### src/rtl/escalonador_pkg.sv
// rtl/escalonador_pkg.sv - shared types and constants for the context scheduler
// Contents:
//   estado_t      scheduler state (OS, SAVE, SELECT, DISPATCH, RUN)
//   JP_SO         jump_prog code meaning "OS is running"
//   OS_ENTRY      OS entry address, shared with the PC's OS return line
//   PC_W_DEFAULT  default address width
//   proximo_slot  round-robin successor of a slot id, wrapping n -> 1
package escalonador_pkg;

  typedef enum logic [2:0] {
    ST_OS,
    ST_SAVE,
    ST_SELECT,
    ST_DISPATCH,
    ST_RUN
  } estado_t;

  localparam logic [1:0] JP_SO        = 2'd0;
  localparam int         OS_ENTRY     = 3;
  localparam int         PC_W_DEFAULT = 32;

  // Slot ids run 1..n; the successor of n is 1.
  function automatic logic [1:0] proximo_slot(input logic [1:0] s, input logic [1:0] n);
    return (s >= n) ? 2'd1 : s + 2'd1;
  endfunction

endpackage

### src/rtl/contexto_tabela.sv
// rtl/contexto_tabela.sv - per-process context table (valid bit plus resume PC)
// Ports:
//   clock, reset_geral_n          clock, synchronous active-low reset
//   save_en/save_id/save_pc       write port for a preempted process's PC
//   load_en/load_id/load_pc       write port for proc_load (sets valid)
//   clr_en/clr_id                 clears the valid bit of a finished process
//   rd_id -> rd_valid/rd_pc       combinational read of one slot
// Slot ids are 1..NUM_PROC; any other id matches no slot.
module contexto_tabela #(
  parameter int NUM_PROC = 3,
  parameter int PC_W     = 32
) (
  input  logic            clock,
  input  logic            reset_geral_n,
  input  logic            save_en,
  input  logic [1:0]      save_id,
  input  logic [PC_W-1:0] save_pc,
  input  logic            load_en,
  input  logic [1:0]      load_id,
  input  logic [PC_W-1:0] load_pc,
  input  logic            clr_en,
  input  logic [1:0]      clr_id,
  input  logic [1:0]      rd_id,
  output logic            rd_valid,
  output logic [PC_W-1:0] rd_pc
);

  logic            valid_q [NUM_PROC];
  logic [PC_W-1:0] ctx_q   [NUM_PROC];

  // The controller never aims save/clear and load at the same slot in one
  // cycle, so the write order below is only a tie-break for safety.
  always_ff @(posedge clock) begin
    if (!reset_geral_n) begin
      for (int s = 0; s < NUM_PROC; s++) begin
        valid_q[s] <= 1'b0;
        ctx_q[s]   <= '0;
      end
    end else begin
      for (int s = 0; s < NUM_PROC; s++) begin
        if (clr_en && clr_id == 2'(s + 1)) begin
          valid_q[s] <= 1'b0;
        end
        if (save_en && save_id == 2'(s + 1)) begin
          ctx_q[s] <= save_pc;
        end
        if (load_en && load_id == 2'(s + 1)) begin
          valid_q[s] <= 1'b1;
          ctx_q[s]   <= load_pc;
        end
      end
    end
  end

  always_comb begin
    rd_valid = 1'b0;
    rd_pc    = '0;
    for (int s = 0; s < NUM_PROC; s++) begin
      if (rd_id == 2'(s + 1)) begin
        rd_valid = valid_q[s];
        rd_pc    = ctx_q[s];
      end
    end
  end

endmodule

### src/rtl/escalonador_contexto.sv
// rtl/escalonador_contexto.sv - round-robin context scheduler between PC and OS
// Ports:
//   clock, reset_geral_n              clock, synchronous active-low reset
//   flag_faz_preempcao, salva_PC      preemption event and interrupted PC
//   proc_load/_id, proc_start_pc      register or overwrite a process slot
//   proc_finish                       running process terminated
//   sched_req                         OS asks for the next dispatch
//   resume_valid, resume_pc           one-cycle dispatch pulse and its address
//   jump_prog                         running program (0 = OS, else slot id)
//   no_ready, load_err                one-cycle status pulses
//   busy                              high in SAVE/SELECT/DISPATCH
module escalonador_contexto
  import escalonador_pkg::*;
#(
  parameter int NUM_PROC = 3,
  parameter int PC_W     = PC_W_DEFAULT
) (
  input  logic            clock,
  input  logic            reset_geral_n,
  input  logic            flag_faz_preempcao,
  input  logic [PC_W-1:0] salva_PC,
  input  logic            proc_load,
  input  logic [1:0]      proc_load_id,
  input  logic [PC_W-1:0] proc_start_pc,
  input  logic            proc_finish,
  input  logic            sched_req,
  output logic            resume_valid,
  output logic [PC_W-1:0] resume_pc,
  output logic [1:0]      jump_prog,
  output logic            no_ready,
  output logic            load_err,
  output logic            busy
);

  localparam logic [1:0] NP = 2'(NUM_PROC);

  estado_t         state_q, state_d;
  logic [1:0]      rr_q, rr_d;
  logic [1:0]      cur_q, cur_d;
  logic [1:0]      scan_q, scan_d;
  logic [1:0]      cnt_q, cnt_d;
  logic [1:0]      jp_q, jp_d;
  logic [PC_W-1:0] hold_q, hold_d;
  logic [PC_W-1:0] rpc_q, rpc_d;
  logic            no_ready_q, no_ready_d;
  logic            load_err_q, load_err_d;

  logic            save_en, clr_en, load_ok, load_bad;
  logic            rd_valid;
  logic [PC_W-1:0] rd_pc;

  // The slot owning the live context (RUN, or SAVE writing it back) must not
  // be overwritten underneath it.
  assign load_bad = (proc_load_id == 2'd0) || (proc_load_id > NP) ||
                    (((state_q == ST_RUN) || (state_q == ST_SAVE)) && (proc_load_id == cur_q));
  assign load_ok  = proc_load && !load_bad;

  contexto_tabela #(
    .NUM_PROC (NUM_PROC),
    .PC_W     (PC_W)
  ) u_tabela (
    .clock         (clock),
    .reset_geral_n (reset_geral_n),
    .save_en       (save_en),
    .save_id       (cur_q),
    .save_pc       (hold_q),
    .load_en       (load_ok),
    .load_id       (proc_load_id),
    .load_pc       (proc_start_pc),
    .clr_en        (clr_en),
    .clr_id        (cur_q),
    .rd_id         (scan_q),
    .rd_valid      (rd_valid),
    .rd_pc         (rd_pc)
  );

  always_ff @(posedge clock) begin
    if (!reset_geral_n) begin
      state_q    <= ST_OS;
      rr_q       <= NP;
      cur_q      <= 2'd0;
      scan_q     <= 2'd1;
      cnt_q      <= 2'd0;
      jp_q       <= JP_SO;
      hold_q     <= '0;
      rpc_q      <= '0;
      no_ready_q <= 1'b0;
      load_err_q <= 1'b0;
    end else begin
      state_q    <= state_d;
      rr_q       <= rr_d;
      cur_q      <= cur_d;
      scan_q     <= scan_d;
      cnt_q      <= cnt_d;
      jp_q       <= jp_d;
      hold_q     <= hold_d;
      rpc_q      <= rpc_d;
      no_ready_q <= no_ready_d;
      load_err_q <= load_err_d;
    end
  end

  always_comb begin
    state_d      = state_q;
    rr_d         = rr_q;
    cur_d        = cur_q;
    scan_d       = scan_q;
    cnt_d        = cnt_q;
    jp_d         = jp_q;
    hold_d       = hold_q;
    rpc_d        = rpc_q;
    no_ready_d   = 1'b0;
    load_err_d   = proc_load && load_bad;
    save_en      = 1'b0;
    clr_en       = 1'b0;
    resume_valid = 1'b0;

    case (state_q)
      ST_OS: begin
        if (sched_req) begin
          state_d = ST_SELECT;
          scan_d  = proximo_slot(rr_q, NP);
          cnt_d   = 2'd0;
        end
      end
      ST_SELECT: begin
        // cnt_q counts slots already rejected; the NUM_PROC-th miss gives up.
        if (rd_valid) begin
          cur_d   = scan_q;
          rpc_d   = rd_pc;
          state_d = ST_DISPATCH;
        end else if (cnt_q == NP - 2'd1) begin
          no_ready_d = 1'b1;
          state_d    = ST_OS;
        end else begin
          scan_d = proximo_slot(scan_q, NP);
          cnt_d  = cnt_q + 2'd1;
        end
      end
      ST_DISPATCH: begin
        resume_valid = 1'b1;
        rr_d         = cur_q;
        jp_d         = cur_q;
        state_d      = ST_RUN;
      end
      ST_RUN: begin
        // Termination wins over a simultaneous preemption: nothing to save.
        if (proc_finish) begin
          clr_en  = 1'b1;
          jp_d    = JP_SO;
          cur_d   = 2'd0;
          state_d = ST_OS;
        end else if (flag_faz_preempcao) begin
          hold_d  = salva_PC;
          jp_d    = JP_SO;
          state_d = ST_SAVE;
        end
      end
      ST_SAVE: begin
        save_en = 1'b1;
        cur_d   = 2'd0;
        state_d = ST_OS;
      end
      default: begin
        state_d = ST_OS;
      end
    endcase
  end

  assign resume_pc = rpc_q;
  assign jump_prog = jp_q;
  assign no_ready  = no_ready_q;
  assign load_err  = load_err_q;
  assign busy      = (state_q == ST_SAVE) || (state_q == ST_SELECT) || (state_q == ST_DISPATCH);

endmodule

### config.mk
export PLATFORM = sky130hd
export DESIGN_NAME = escalonador_contexto
export DESIGN_NICKNAME = d
export VERILOG_FILES = /design/src/rtl/escalonador_pkg.sv /design/src/rtl/contexto_tabela.sv /design/src/rtl/escalonador_contexto.sv
export SDC_FILE = /design/constraint.sdc
export NUM_CORES = 1
export LEC_CHECK = 0
export CORE_MARGIN = 2
export CORE_UTILIZATION = 57
export DETAILED_ROUTE_END_ITERATION = 7
export HOLD_SLACK_MARGIN = 0.03
export PLACE_DENSITY = 0.79
export SLEW_MARGIN = 20
export SYNTH_ARGS = -nofsm -noshare
export SYNTH_HDL_FRONTEND = slang
export SYNTH_SLANG_ARGS = --single-unit
### constraint.sdc
create_clock -name clock -period 4.25 [get_ports clock]
set_input_delay 0.85 -clock clock [delete_from_list [all_inputs] [get_ports clock]]
set_output_delay 0.85 -clock clock [all_outputs]
set_load 0.1 [all_outputs]
# Yosys cells after proc, flatten, opt, wreduce, memory -nomap -nowiden

Memories as Yosys holds them, arrays and structs flattened.
Cells that the tools add are included.

Register bits after elaboration: 79
Bits in writable memories: 99
Input bits: 72
Output and inout bits: 38
Word-level logic and storage cells: 158
Memories kept: 2

Add/sub/neg operators: 3
Magnitude comparators: 3
Equal/unequal tests: 22
Multiplexer cells: 73
Bitwise logic cells: 15
Reductions and logical operators: 30

Memory list:

| memory           | depth | bits a word | rd ports | clocked after memory_dff | wr ports | RTL line              | source |
|---|---|---|---|---|---|---|---|
| u_tabela.ctx_q   | 3     | 32          | 3        | 0                        | 3        | contexto_tabela.sv:29 | `logic [PC_W-1:0] ctx_q [NUM_PROC];` |
| u_tabela.valid_q | 3     | 1           | 3        | 0                        | 3        | contexto_tabela.sv:28 | `logic valid_q [NUM_PROC];` |

Operator list:

| cell                                                                  | count |
|---|---|
| 32-bit 2-to-1 mux                                                     | 9 |
| 1-bit 2-to-1 mux                                                      | 42 |
| 2-bit 2-to-1 mux                                                      | 12 |
| 3-bit 2-to-1 mux                                                      | 5 |
| 2-bit equality test, second input constant                            | 7 |
| 1-bit logical AND                                                     | 12 |
| 1-bit OR                                                              | 12 |
| 2-bit case mux with 2 select lines                                    | 3 |
| 3-bit case mux with 4 select lines                                    | 1 |
| 2-bit inequality test, second input constant                          | 5 |
| 3-bit AND reduction                                                   | 3 |
| 2-bit by 1-bit adder with 2-bit output, second input constant         | 3 |
| 2-bit by 1-bit equality test with 1-bit output, second input constant | 3 |
| 3-bit by 2-bit equality test with 1-bit output, second input constant | 2 |
| 3-bit inequality test, second input constant                          | 2 |
| 2-bit case mux with 3 select lines                                    | 1 |
| 1-bit logical OR                                                      | 5 |
| 2-bit greater-or-equal comparator, second input constant              | 2 |
| 2-bit AND reduction                                                   | 2 |
| 4-bit AND reduction                                                   | 1 |
| 2-bit nonzero test                                                    | 2 |
| 3-bit by 1-bit equality test with 1-bit output, second input constant | 1 |
| 3-bit equality test, second input constant                            | 1 |
| 3-bit logical NOT                                                     | 1 |
| other kinds (7)                                                       | 9 |

# Logic depth before layout (Yosys ltp)

Gate-level depths: netlist of the first run.

Word-level depth: 11
Mapped depth: 10
Gate-level depth less buffers: 7

# Modules after synthesis

A second synthesis of the first run with hierarchy kept.

Cell total of the unflattened synthesis: 837
Area total of the unflattened synthesis: 8448.1 µm²

By module, submodules not included:

| module               | instances | cells an instance | area an instance (µm²) | sequential area each (µm²) |
|---|---|---|---|---|
| contexto_tabela      | 1         | 451               | 5094.9                 | 2962.8 |
| escalonador_contexto | 1         | 386               | 3353.2                 | 1581.5 |

# Worst setup path before layout of the first run

No wires, ideal clock.

Kind: input port to flip-flop
From: input port reset_geral_n
To: memory u_tabela.ctx_q[0][0] (enable)
Library setup time: 431 ps
Arrival time: 2746 ps
Data required time: 3819 ps
Setup slack: 1073 ps
Stages: 3
Cell sequence: buf_2 nand3_1 o211ai_1

RTL lines:

| item            | RTL line                   | source |
|---|---|---|
| start, declared | escalonador_contexto.sv:19 | `input logic reset_geral_n,` |
| end, declared   | contexto_tabela.sv:29      |  |

# Final worst setup path of the first run

From: register state_q[1]
To: output port busy

Cells in the longest elaborated chain, start to end: 3
Elaborated cells on any way between the ends: 5
Classes of those cells: eq/ne (3); reduce/logical (2)

RTL lines:

| item                                                                                                                    | RTL line                    | source |
|---|---|---|
| start, declared                                                                                                         | escalonador_contexto.sv:37  | `estado_t state_q, state_d;` |
| start signal, assigned                                                                                                  | escalonador_contexto.sv:90  | `state_q <= state_d;` |
| 3-bit by 1-bit equality test with 1-bit output / 3-bit by 2-bit equality test with 1-bit output (equally long branches) | escalonador_contexto.sv:174 | `assign busy = (state_q == ST_SAVE) \|\| (state_q == ST_SELECT) \|\| (state_q == ST_DISPATCH);` |
| 1-bit logical OR                                                                                                        | escalonador_contexto.sv:174 |  |
| 1-bit logical OR *                                                                                                      | escalonador_contexto.sv:174 |  |
| end, declared                                                                                                           | escalonador_contexto.sv:32  | `output logic busy` |

Every way passes the cells marked *; elsewhere a longest branch is shown, timed or not.

==> flow_metrics.py, run 1 <==
metrics = {
    "sta": {
        "fmax_mhz": 306,
        "setup_tns_ns": 0,
        "clock-skew-final_ns": 0.00752,
        "setup_viol": 0,
        "holdWs_ns": 0.452,
        "max_slew_margin_pct": 30.6,
        "slew_viol_final": 0,
        "finalCriticalPeriod_ns": 3.27,
        "rsz0062_at_grt": "false",
        "fin_crit_sh_pct": 76.9,
        "worst_slew_pin_slew_ns": 1.04,
        "hold_violations": 0,
    },
    "synthesis": {
        "yosysTopAreaCell": "edfxtp_1",
        "synth_fp_nets": 964,
        "async_reset_ff_share_pct": 0,
        "ys_ff_latch": 178,
        "synthTopCellsByArea": "edfxtp_1, dfxtp_1, nand2_1",
        "yosysMostFrequentCell": "nand2_1",
        "synth_area_per_cell_um2": 9.11,
        "synth_ff_type": "edfxtp_1",
        "ys_seq_area_share_pct": 56.3,
        "synth_area_um2": 8080,
        "postSynthCellCount": 887,
        "synth_common_cells": "nand2_1, a21oi_1, edfxtp_1",
        "ys_types": 47,
        "yosysTopAreaCellShare_pct": 36.4,
        "synth_edf_count": 98,
        "yosys_warnings": 0,
    },
    "clock_network": {
        "clk_pin_slew_ns": 0.06,
        "cts-buffers-inserted": 17,
        "worstSkewPairLatency_ns": 0.43,
        "cts_buffer_depth": 2,
        "cts_root_buf": "clkbuf_16",
        "htreeDepth": 4,
        "cts_tree": "done",
        "ctsHoldBuffers": 0,
        "postCtsSetupBuffers": 0,
        "clkSinkCount": 178,
        "cts_resized": 0,
    },
    "placed_design": {
        "port_buffers": 109,
        "dp_hpwl_um": 12700,
        "gp_congestion": 0.920,
    },
    "pwr": {
        "peakVddDrop_mv": 0.288,
        "p_per_area_nw_per_um2": 399,
        "p_leak_uw": 0.00319,
    },
    "critical_path": {
        "cp_top_family": "buffers and inverters",
        "crit_slowest_cell": "clkdlybuf4s50_1",
        "max_stage_delay_ns": 1.13,
        "start_kind": "flop",
        "cp_max_fo": 15,
        "required_ns": 3.40,
        "crit_arrival_ns": 2.42,
        "crit_path_end_kind": "primary output",
        "path_buf_inv": 1,
        "cp_common_cell": "nor2_1",
        "cp_cell_sequence": "nor2_1, nor2_1, clkdlybuf4s50_1",
        "path_class": "flop to primary output",
    },
    "grt": {
        "antenna_found_initial": 0,
        "grt_max_degree": 59,
        "grt_pass1_vias": 6403,
        "grt-ovfl-total": 0,
        "grtUsageTotal_pct": 28.5,
        "grt_pass1_wl_um": 32500,
    },
    "floorplanning": {
        "die_x_um": 123,
        "io_pins": 110,
        "row_count": 43,
        "initial_core_util_pct": 58.2,
        "die_h_um": 123,
        "dieArea_um2": 15100,
        "core_um2": 13900,
    },
    "drt": {
        "firstDrtPassIters": 6,
        "vias_per_cell": 5.92,
        "num_vias": 6869,
        "first_iter_violations": 651,
        "wirelength_um": 20600,
        "routedWlPerCell_um": 17.8,
        "antenna_left": 0,
        "drc_errors": 0,
    },
    "finish": {
        "layout-drive-gt1-share_pct": 6.53,
        "layout.nets": 1044,
        "antenna_cells": 0,
        "syn_to_final_growth_pct": 21.6,
    },
    "status": {
        "status": "completed",
    },
    "hold_path": {
        "min_path_type": "flop to flop",
    },
    "run": {
        "maxCapViolCount": 0,
    },
}
worst reg2reg max path: stages, from the launching register on:
cell and delay, ns:
dfxtp_1 0.59, xnor2_2 0.17, or2_1 0.33, o21ai_4 0.85, inv_2 0.56, nand2_1 0.20
a21oi_1 0.09
layout by cell type, fill, tap and decap left out, types with 3 or more instances in the layout:
cell and n:
nor2_1 16, o21ai_0 36, a21oi_1 136, inv_1 6, dfxtp_1 80, a22oi_1 26, nand3_1 6, clkinvlp_4 3
edfxtp_1 98, o211ai_1 16, nor3_1 4, buf_4 18, or2_1 3, nand2b_1 10, nor2b_1 5, nor2_2 4
a22o_1 32, clkdlybuf4s50_1 108, inv_2 3, clkbuf_1 4, ha_1 4, clkbuf_16 18, nand2_1 307
per-stage QoR:
| stage | instance area [um2] | utilization [%] | cells | setup WS [ns] | power [uW] |
|---|---|---|---|---|---|
| floorplan | 8080 | - | 887 | 1.07 | 2210 |
| global placement | 9240 | 66.5 | 1128 | 1.00 | 2380 |
| detailed placement | 9240 | 66.5 | 1128 | 0.932 | 2390 |
| CTS | 9820 | 70.8 | 1160 | 0.979 | 3920 |
| global route | 9820 | 70.8 | 1160 | 0.876 | 4040 |
| finish | 9820 | 70.8 | 1160 | 0.980 | 3920 |
final timing paths:
| path | from | to | slack [ns] | depth (start not counted) |
|---|---|---|---|---|
| worst max-delay path | state_q[1]$_SDFFE_PN0P_ | busy | 0.98 | 3 |
| worst min-delay path | resume_pc[15]$_SDFFE_PN0P_ | resume_pc[15]$_SDFFE_PN0P_ | 0.45 | 2 |
| worst max register to register | state_q[0]$_SDFFE_PN0P_ | u_tabela.ctx_q[0][24]$_SDFFCE_PP0P_ | 1.20 | 6 |
| worst min register to register | resume_pc[15]$_SDFFE_PN0P_ | resume_pc[15]$_SDFFE_PN0P_ | 0.45 | 2 |
kinds of logic (layout without fill, tap and decap cells):
kind of cell	count (synthesis)	after routing	synth area share, %
flops	178	178	56.3
compound gates	257	257	19.5
simple gates	369	369	18.8
xor+xnor	1	1	0.201
mux	2	2	0.248
buf+inv	75	168	4.29
fa+ha+maj	5	5	0.774
area by class of cell:
| type | instances | area, um2 |
|---|---|---|
| sequential | 178 | 4540 |
| fill | 1095 | 4060 |
| multi-input combinational | 634 | 3200 |
| timing repair buffer | 127 | 1240 |
| clock buffer | 23 | 479 |
| tap | 180 | 225 |
| clock inverter | 9 | 105 |
| inverter | 9 | 33.8 |
metal layers:
metal | track usage (%) | wire (um) | up-vias
met3 | 5.81 | 1900 | 42
met5 | 0 | 0 | -
met2 | 45.8 | 9950 | 349
met4 | 12.5 | 522 | 0
met1 | 37.5 | 8210 | 3226
li1 | - | - | 3252
flip-flops by register name (all words and copies together) (netlist names):
name              count
u_tabela.ctx_q       96
hold_q               32
resume_pc            32
state_q               3
u_tabela.valid_q      3
cnt_q                 2
cur_q                 2
jump_prog             2
rr_q                  2
scan_q                2
load_err              1
no_ready              1
power breakdown:
part	internal, uW	switching [uW]	leakage (uW)
logic	150	310	0.00124
registers	1870	27.3	0.00168
clock network	914	650	0.000276
Power figures use the tool's default switching activity.
==> inputs of run 2 (changes only) <==
--- a/config.mk
+++ b/config.mk
@@ -6,10 +6,10 @@
 export NUM_CORES = 1
 export LEC_CHECK = 0
 export CORE_MARGIN = 2
-export CORE_UTILIZATION = 57
+export CORE_UTILIZATION = 55
 export DETAILED_ROUTE_END_ITERATION = 7
 export HOLD_SLACK_MARGIN = 0.03
-export PLACE_DENSITY = 0.79
+export PLACE_DENSITY = 0.77
 export SLEW_MARGIN = 20
 export SYNTH_ARGS = -nofsm -noshare
 export SYNTH_HDL_FRONTEND = slang
==> constraint.sdc (replaced) <==
create_clock -name clock -period 3.3 [get_ports clock]
set_input_delay 0.66 -clock clock [delete_from_list [all_inputs] [get_ports clock]]
set_output_delay 0.66 -clock clock [all_outputs]
set_load 0.1 [all_outputs]
==> flow_metrics.py, run 2 (synthesis results as in run 1) <==
metrics = {
    "drt": {
        "num_vias": 6795,
        "antenna_left": 0,
        "routedWlPerCell_um": 17.4,
        "drc_errors": 0,
        "vias_per_cell": 5.81,
        "wirelength_um": 20400,
        "firstDrtPassIters": 5,
        "first_iter_violations": 543,
    },
    "clock_network": {
        "clkSinkCount": 178,
        "worstSkewPairLatency_ns": 0.44,
        "htreeDepth": 4,
        "postCtsSetupBuffers": 0,
        "cts-buffers-inserted": 17,
        "cts_root_buf": "clkbuf_16",
        "cts_buffer_depth": 2,
        "cts_resized": 0,
        "clk_pin_slew_ns": 0.06,
        "ctsHoldBuffers": 0,
        "cts_tree": "done",
    },
    "critical_path": {
        "crit_arrival_ns": 1.99,
        "required_ns": 2.64,
        "path_class": "flop to primary output",
        "cp_max_fo": 15,
        "crit_path_end_kind": "primary output",
        "crit_slowest_cell": "dfxtp_1",
        "max_stage_delay_ns": 0.63,
        "cp_cell_sequence": "nor2b_1, nand2_1, inv_1, buf_4",
        "start_kind": "flop",
    },
    "pwr": {
        "p_seq_share_pct": 48.9,
        "p_clk_share_pct": 39.3,
        "swShare_pct": 25.6,
        "p_leak_uw": 0.00331,
        "peakVddDrop_mv": 0.372,
        "combPwrFrac_pct": 11.8,
        "p_int_uw": 3720,
        "p_per_area_nw_per_um2": 511,
        "p_sw_uw": 1280,
    },
    "floorplanning": {
        "dieArea_um2": 15700,
        "core_um2": 14400,
        "die_x_um": 125,
        "row_count": 44,
        "die_h_um": 125,
        "initial_core_util_pct": 56.0,
        "io_pins": 110,
    },
    "sta": {
        "hold_violations": 0,
        "worst_slew_pin_slew_ns": 0.571,
        "rsz0062_at_grt": "false",
        "clock-skew-final_ns": 0.0120,
        "setup_tns_ns": 0,
        "max_slew_margin_pct": 61.9,
        "fin_crit_sh_pct": 80.4,
        "finalCriticalPeriod_ns": 2.65,
        "fmax_mhz": 377,
        "setup_viol": 0,
        "slew_viol_final": 0,
    },
    "grt": {
        "grt_pass1_wl_um": 32700,
        "antenna_found_initial": 0,
        "grtUsageTotal_pct": 26.6,
        "grt_max_degree": 65,
        "grt-ovfl-total": 0,
        "grt_pass1_vias": 6432,
    },
    "finish": {
        "syn_to_final_growth_pct": 21.1,
        "final_area_um2": 9780,
        "fin_cells": 1169,
        "layout_commonest_cell": "nand2_1",
        "layout.nets": 1049,
        "regMostFlops": "u_tabela.ctx_q",
        "largest_reg_flops": 96,
        "layout-drive-gt1-share_pct": 11.0,
        "layout_common_cells": "nand2_1, a21oi_1, edfxtp_1, dfxtp_1, clkdlybuf4s50_1",
        "antenna_cells": 0,
    },
    "placed_design": {
        "dp_cells": 1137,
        "dp_hpwl_um": 12600,
        "port_buffers": 109,
        "placed_area_um2": 9210,
        "gp_congestion": 0.815,
    },
    "status": {
        "status": "completed",
    },
    "hold_path": {
        "min_path_type": "flop to flop",
    },
    "run": {
        "maxCapViolCount": 0,
    },
}
## run 2: cell types whose count changed in the layout (fill, tap and decap cells not counted), sizes merged
cell | previous run | this run
clkinv | 4 | 7
buf | 19 | 61
clkdlybuf4s50 | 108 | 71
clkinvlp | 3 | 0
inv | 9 | 12
clkbuf | 23 | 20
## run 2: metal layers
layer  track usage [%]  routed length (um)  vias to the layer above
met2              42.1                9580                      320
met3              5.39                1590                       44
met1              35.7                8680                     3173
met4              11.7                 504                        0
li1                  -                   -                     3258
met5                 0                   0                        -
## run 2: power by group through the flow
| stage | clock (uW) | combinational, uW | sequential, uW |
|---|---|---|---|
| detailed placement | 0 | 587 | 2490 |
| finish | 1970 | 591 | 2440 |
| global placement | 0 | 580 | 2490 |
| global route | 2080 | 636 | 2450 |
| floorplan | 0 | 267 | 2580 |
| CTS | 1980 | 589 | 2440 |
## run 2: critical path, delay by kind of cell (launching register included)
kind	cells	cell delay (ns)
flops	1	0.63
buf+inv	2	0.52
simple gates	2	0.42
## run 2: metrics by stage
stage / power, uW / utilization (%) / hold WS, ns / setup WS, ns
floorplan: 2840 / - / 0.444 / 0.313
finish: 5000 / 67.8 / 0.453 / 0.647
CTS: 5010 / 67.8 / 0.458 / 0.680
detailed placement: 3080 / 63.9 / 0.447 / 0.413
global placement: 3070 / 63.9 / 0.443 / 0.448
global route: 5170 / 67.8 / 0.485 / 0.522
## run 2: worst paths after layout
kind,end,start,depth (start not counted),slack (ns)
max,resume_valid,state_q[1]$_SDFFE_PN0P_,4,0.65
min,resume_pc[1]$_SDFFE_PN0P_,resume_pc[1]$_SDFFE_PN0P_,2,0.45
max reg2reg,u_tabela.ctx_q[0][7]$_SDFFCE_PP0P_,state_q[0]$_SDFFE_PN0P_,7,0.83
min reg2reg,resume_pc[1]$_SDFFE_PN0P_,resume_pc[1]$_SDFFE_PN0P_,2,0.45
## run 2: area by class of cell
class / instances / area (um2)
fill: 1164 / 4640
sequential: 178 / 4540
multi-input combinational: 634 / 3200
tap: 184 / 230
inverter: 9 / 33.8
timing repair buffer: 132 / 1210
clock inverter: 12 / 131
clock buffer: 20 / 437
==> inputs of run 3 (changes only) <==
==> constraint.sdc (replaced) <==
create_clock -name clock -period 2.7 [get_ports clock]
set_input_delay 0.54 -clock clock [delete_from_list [all_inputs] [get_ports clock]]
set_output_delay 0.54 -clock clock [all_outputs]
set_load 0.1 [all_outputs]
==> flow_metrics.py, run 3 (synthesis results as in run 1) <==
metrics = {
    "critical_path": {
        "required_ns": 2.16,
        "cp_max_fo": 8,
        "reg2reg_depth": 7,
        "max_stage_delay_ns": 0.49,
        "start_kind": "flop",
        "crit_path_end_kind": "primary output",
        "worstReg2RegEnd": "cur_q[1]$_SDFFE_PN0P_",
        "cp_cell_sequence": "nor2b_1, nand2_1, inv_1, buf_12",
        "crit_arrival_ns": 1.71,
        "crit_slowest_cell": "dfxtp_1",
        "path_class": "flop to primary output",
        "cp-startpoint": "state_q[1]$_SDFFE_PN0P_",
        "r2r_setup_slack_ns": 0.54,
        "r2r_start": "scan_q[1]$_SDFFE_PN0P_",
    },
    "clock_network": {
        "ctsHoldBuffers": 0,
        "clkSinkCount": 178,
        "cts_root_buf": "clkbuf_16",
        "htreeDepth": 4,
        "clk_pin_slew_ns": 0.07,
        "postCtsSetupBuffers": 0,
        "worstSkewPairLatency_ns": 0.44,
        "cts-buffers-inserted": 17,
        "cts_resized": 0,
        "cts_tree": "done",
        "cts_buffer_depth": 2,
    },
    "finish": {
        "fin_cells": 1177,
        "layout.nets": 1057,
        "layout_commonest_cell": "nand2_1",
        "regMostFlops": "u_tabela.ctx_q",
        "layout-drive-gt1-share_pct": 11.4,
        "antenna_cells": 0,
        "final_area_um2": 9950,
        "syn_to_final_growth_pct": 23.2,
        "multi_input_area_um2": 3200,
        "fill_cells": 1176,
        "largest_reg_flops": 96,
        "layout_common_cells": "nand2_1, a21oi_1, edfxtp_1, dfxtp_1, clkdlybuf4s50_1",
        "seqCellArea_um2": 4540,
    },
    "sta": {
        "setup_viol": 0,
        "clock-skew-final_ns": 0.00942,
        "slew_viol_final": 0,
        "worst_slew_pin_slew_ns": 0.489,
        "max_slew_margin_pct": 67.1,
        "rsz0062_at_grt": "false",
        "holdWs_ns": 0.455,
        "fin_crit_sh_pct": 83.3,
        "hold_violations": 0,
        "fmax_mhz": 444,
        "finalCriticalPeriod_ns": 2.25,
    },
    "grt": {
        "grt_max_degree": 49,
        "grt_pass1_wl_um": 33800,
        "use_met2_pct": 45.1,
        "antenna_found_initial": 0,
        "grt_most_used_layer": "met2",
        "grtUsageTotal_pct": 27.3,
        "grt_use_met3_pct": 4.96,
        "gr-usage-met1_pct": 35.7,
        "grt_pass1_vias": 6679,
        "grt-ovfl-total": 0,
    },
    "floorplanning": {
        "dieArea_um2": 15700,
        "die_x_um": 125,
        "die_h_um": 125,
        "initial_core_util_pct": 56.0,
        "io_pins": 110,
        "row_count": 44,
        "core_um2": 14400,
    },
    "pwr": {
        "p_leak_uw": 0.00338,
        "peakVddDrop_mv": 0.433,
        "swShare_pct": 24.6,
        "combPwrFrac_pct": 12.0,
        "p_seq_share_pct": 47.4,
        "p_int_uw": 4740,
        "p_per_area_nw_per_um2": 632,
        "p_clk_share_pct": 40.5,
        "p_sw_uw": 1540,
    },
    "hold_path": {
        "hold_end": "resume_pc[3]$_SDFFE_PN0P_",
        "hold_depth": 2,
        "min_path_type": "flop to flop",
        "hp-start": "resume_pc[3]$_SDFFE_PN0P_",
    },
    "placed_design": {
        "port_buffers": 109,
        "dp_hpwl_um": 13100,
        "placed_area_um2": 9350,
        "gp_congestion": 0.835,
        "dp_cells": 1145,
    },
    "status": {
        "status": "completed",
    },
    "run": {
        "maxCapViolCount": 0,
    },
    "drt": {
        "wirelength_um": 20600,
        "first_iter_violations": 650,
        "routedWlPerCell_um": 17.5,
        "drc_errors": 0,
        "antenna_left": 0,
        "vias_per_cell": 5.76,
        "num_vias": 6778,
        "firstDrtPassIters": 6,
    },
}
==> run 3: worst max path at each step <==
| stage | end | slack [ns] | cells past startpoint |
|---|---|---|---|
| after detailed placement | u_tabela.ctx_q[2][4]$_DFFE_PP_ | 0.07 | 6 |
| after floorplan | u_tabela.ctx_q[0][0]$_SDFFCE_PP0P_ | -0.03 | 3 |
| final | resume_valid | 0.45 | 4 |
| after global routing | resume_valid | 0.32 | 4 |
| after global placement | u_tabela.ctx_q[2][8]$_DFFE_PP_ | 0.11 | 6 |
| after CTS | resume_valid | 0.45 | 4 |
==> run 3: layer usage <==
| layer | routed length [um] | vias to the layer above | share of wire, % |
|---|---|---|---|
| met4 | 475 | 0 | 2.3 |
| met5 | 0 | - | 0 |
| met2 | 10000 | 300 | 49 |
| met1 | 8440 | 3181 | 41 |
| li1 | - | 3260 | - |
| met3 | 1700 | 37 | 8.2 |
==> run 3: metrics by stage <==
| step | TNS (ns) | util [%] | power, uW | setup slack, ns |
|---|---|---|---|---|
| detailed placement | 0 | 64.8 | 3790 | 0.0684 |
| floorplan | -3.30 | - | 3480 | -0.0344 |
| global placement | 0 | 64.8 | 3780 | 0.106 |
| global route | 0 | 69.0 | 6460 | 0.323 |
| finish | 0 | 69.0 | 6280 | 0.450 |
| CTS | 0 | 69.0 | 6290 | 0.446 |
==> run 3: cell type report <==
class | count | share of cell area (%)
flip-flops and latches | 178 | 45.7
multi-input cells | 634 | 32.2
repair buffers | 140 | 13.5
clock buffers | 20 | 4.39
well taps | 184 | 2.31
clock inverters | 12 | 1.63
inverters | 9 | 0.339
==> run 3: critical path, delay by kind of cell, from the launching register on <==
family | cells | cell delay, ns
buf+inv | 2 | 0.40
flops | 1 | 0.49
simple gates | 2 | 0.39
==> run 3: power by group through the flow <==
stage	registers, uW	clock network [uW]	logic (uW)
finish	2980	2550	756
global route	2990	2660	813
CTS	2980	2550	754
detailed placement	3040	0	748
global placement	3040	0	744
floorplan	3150	0	329
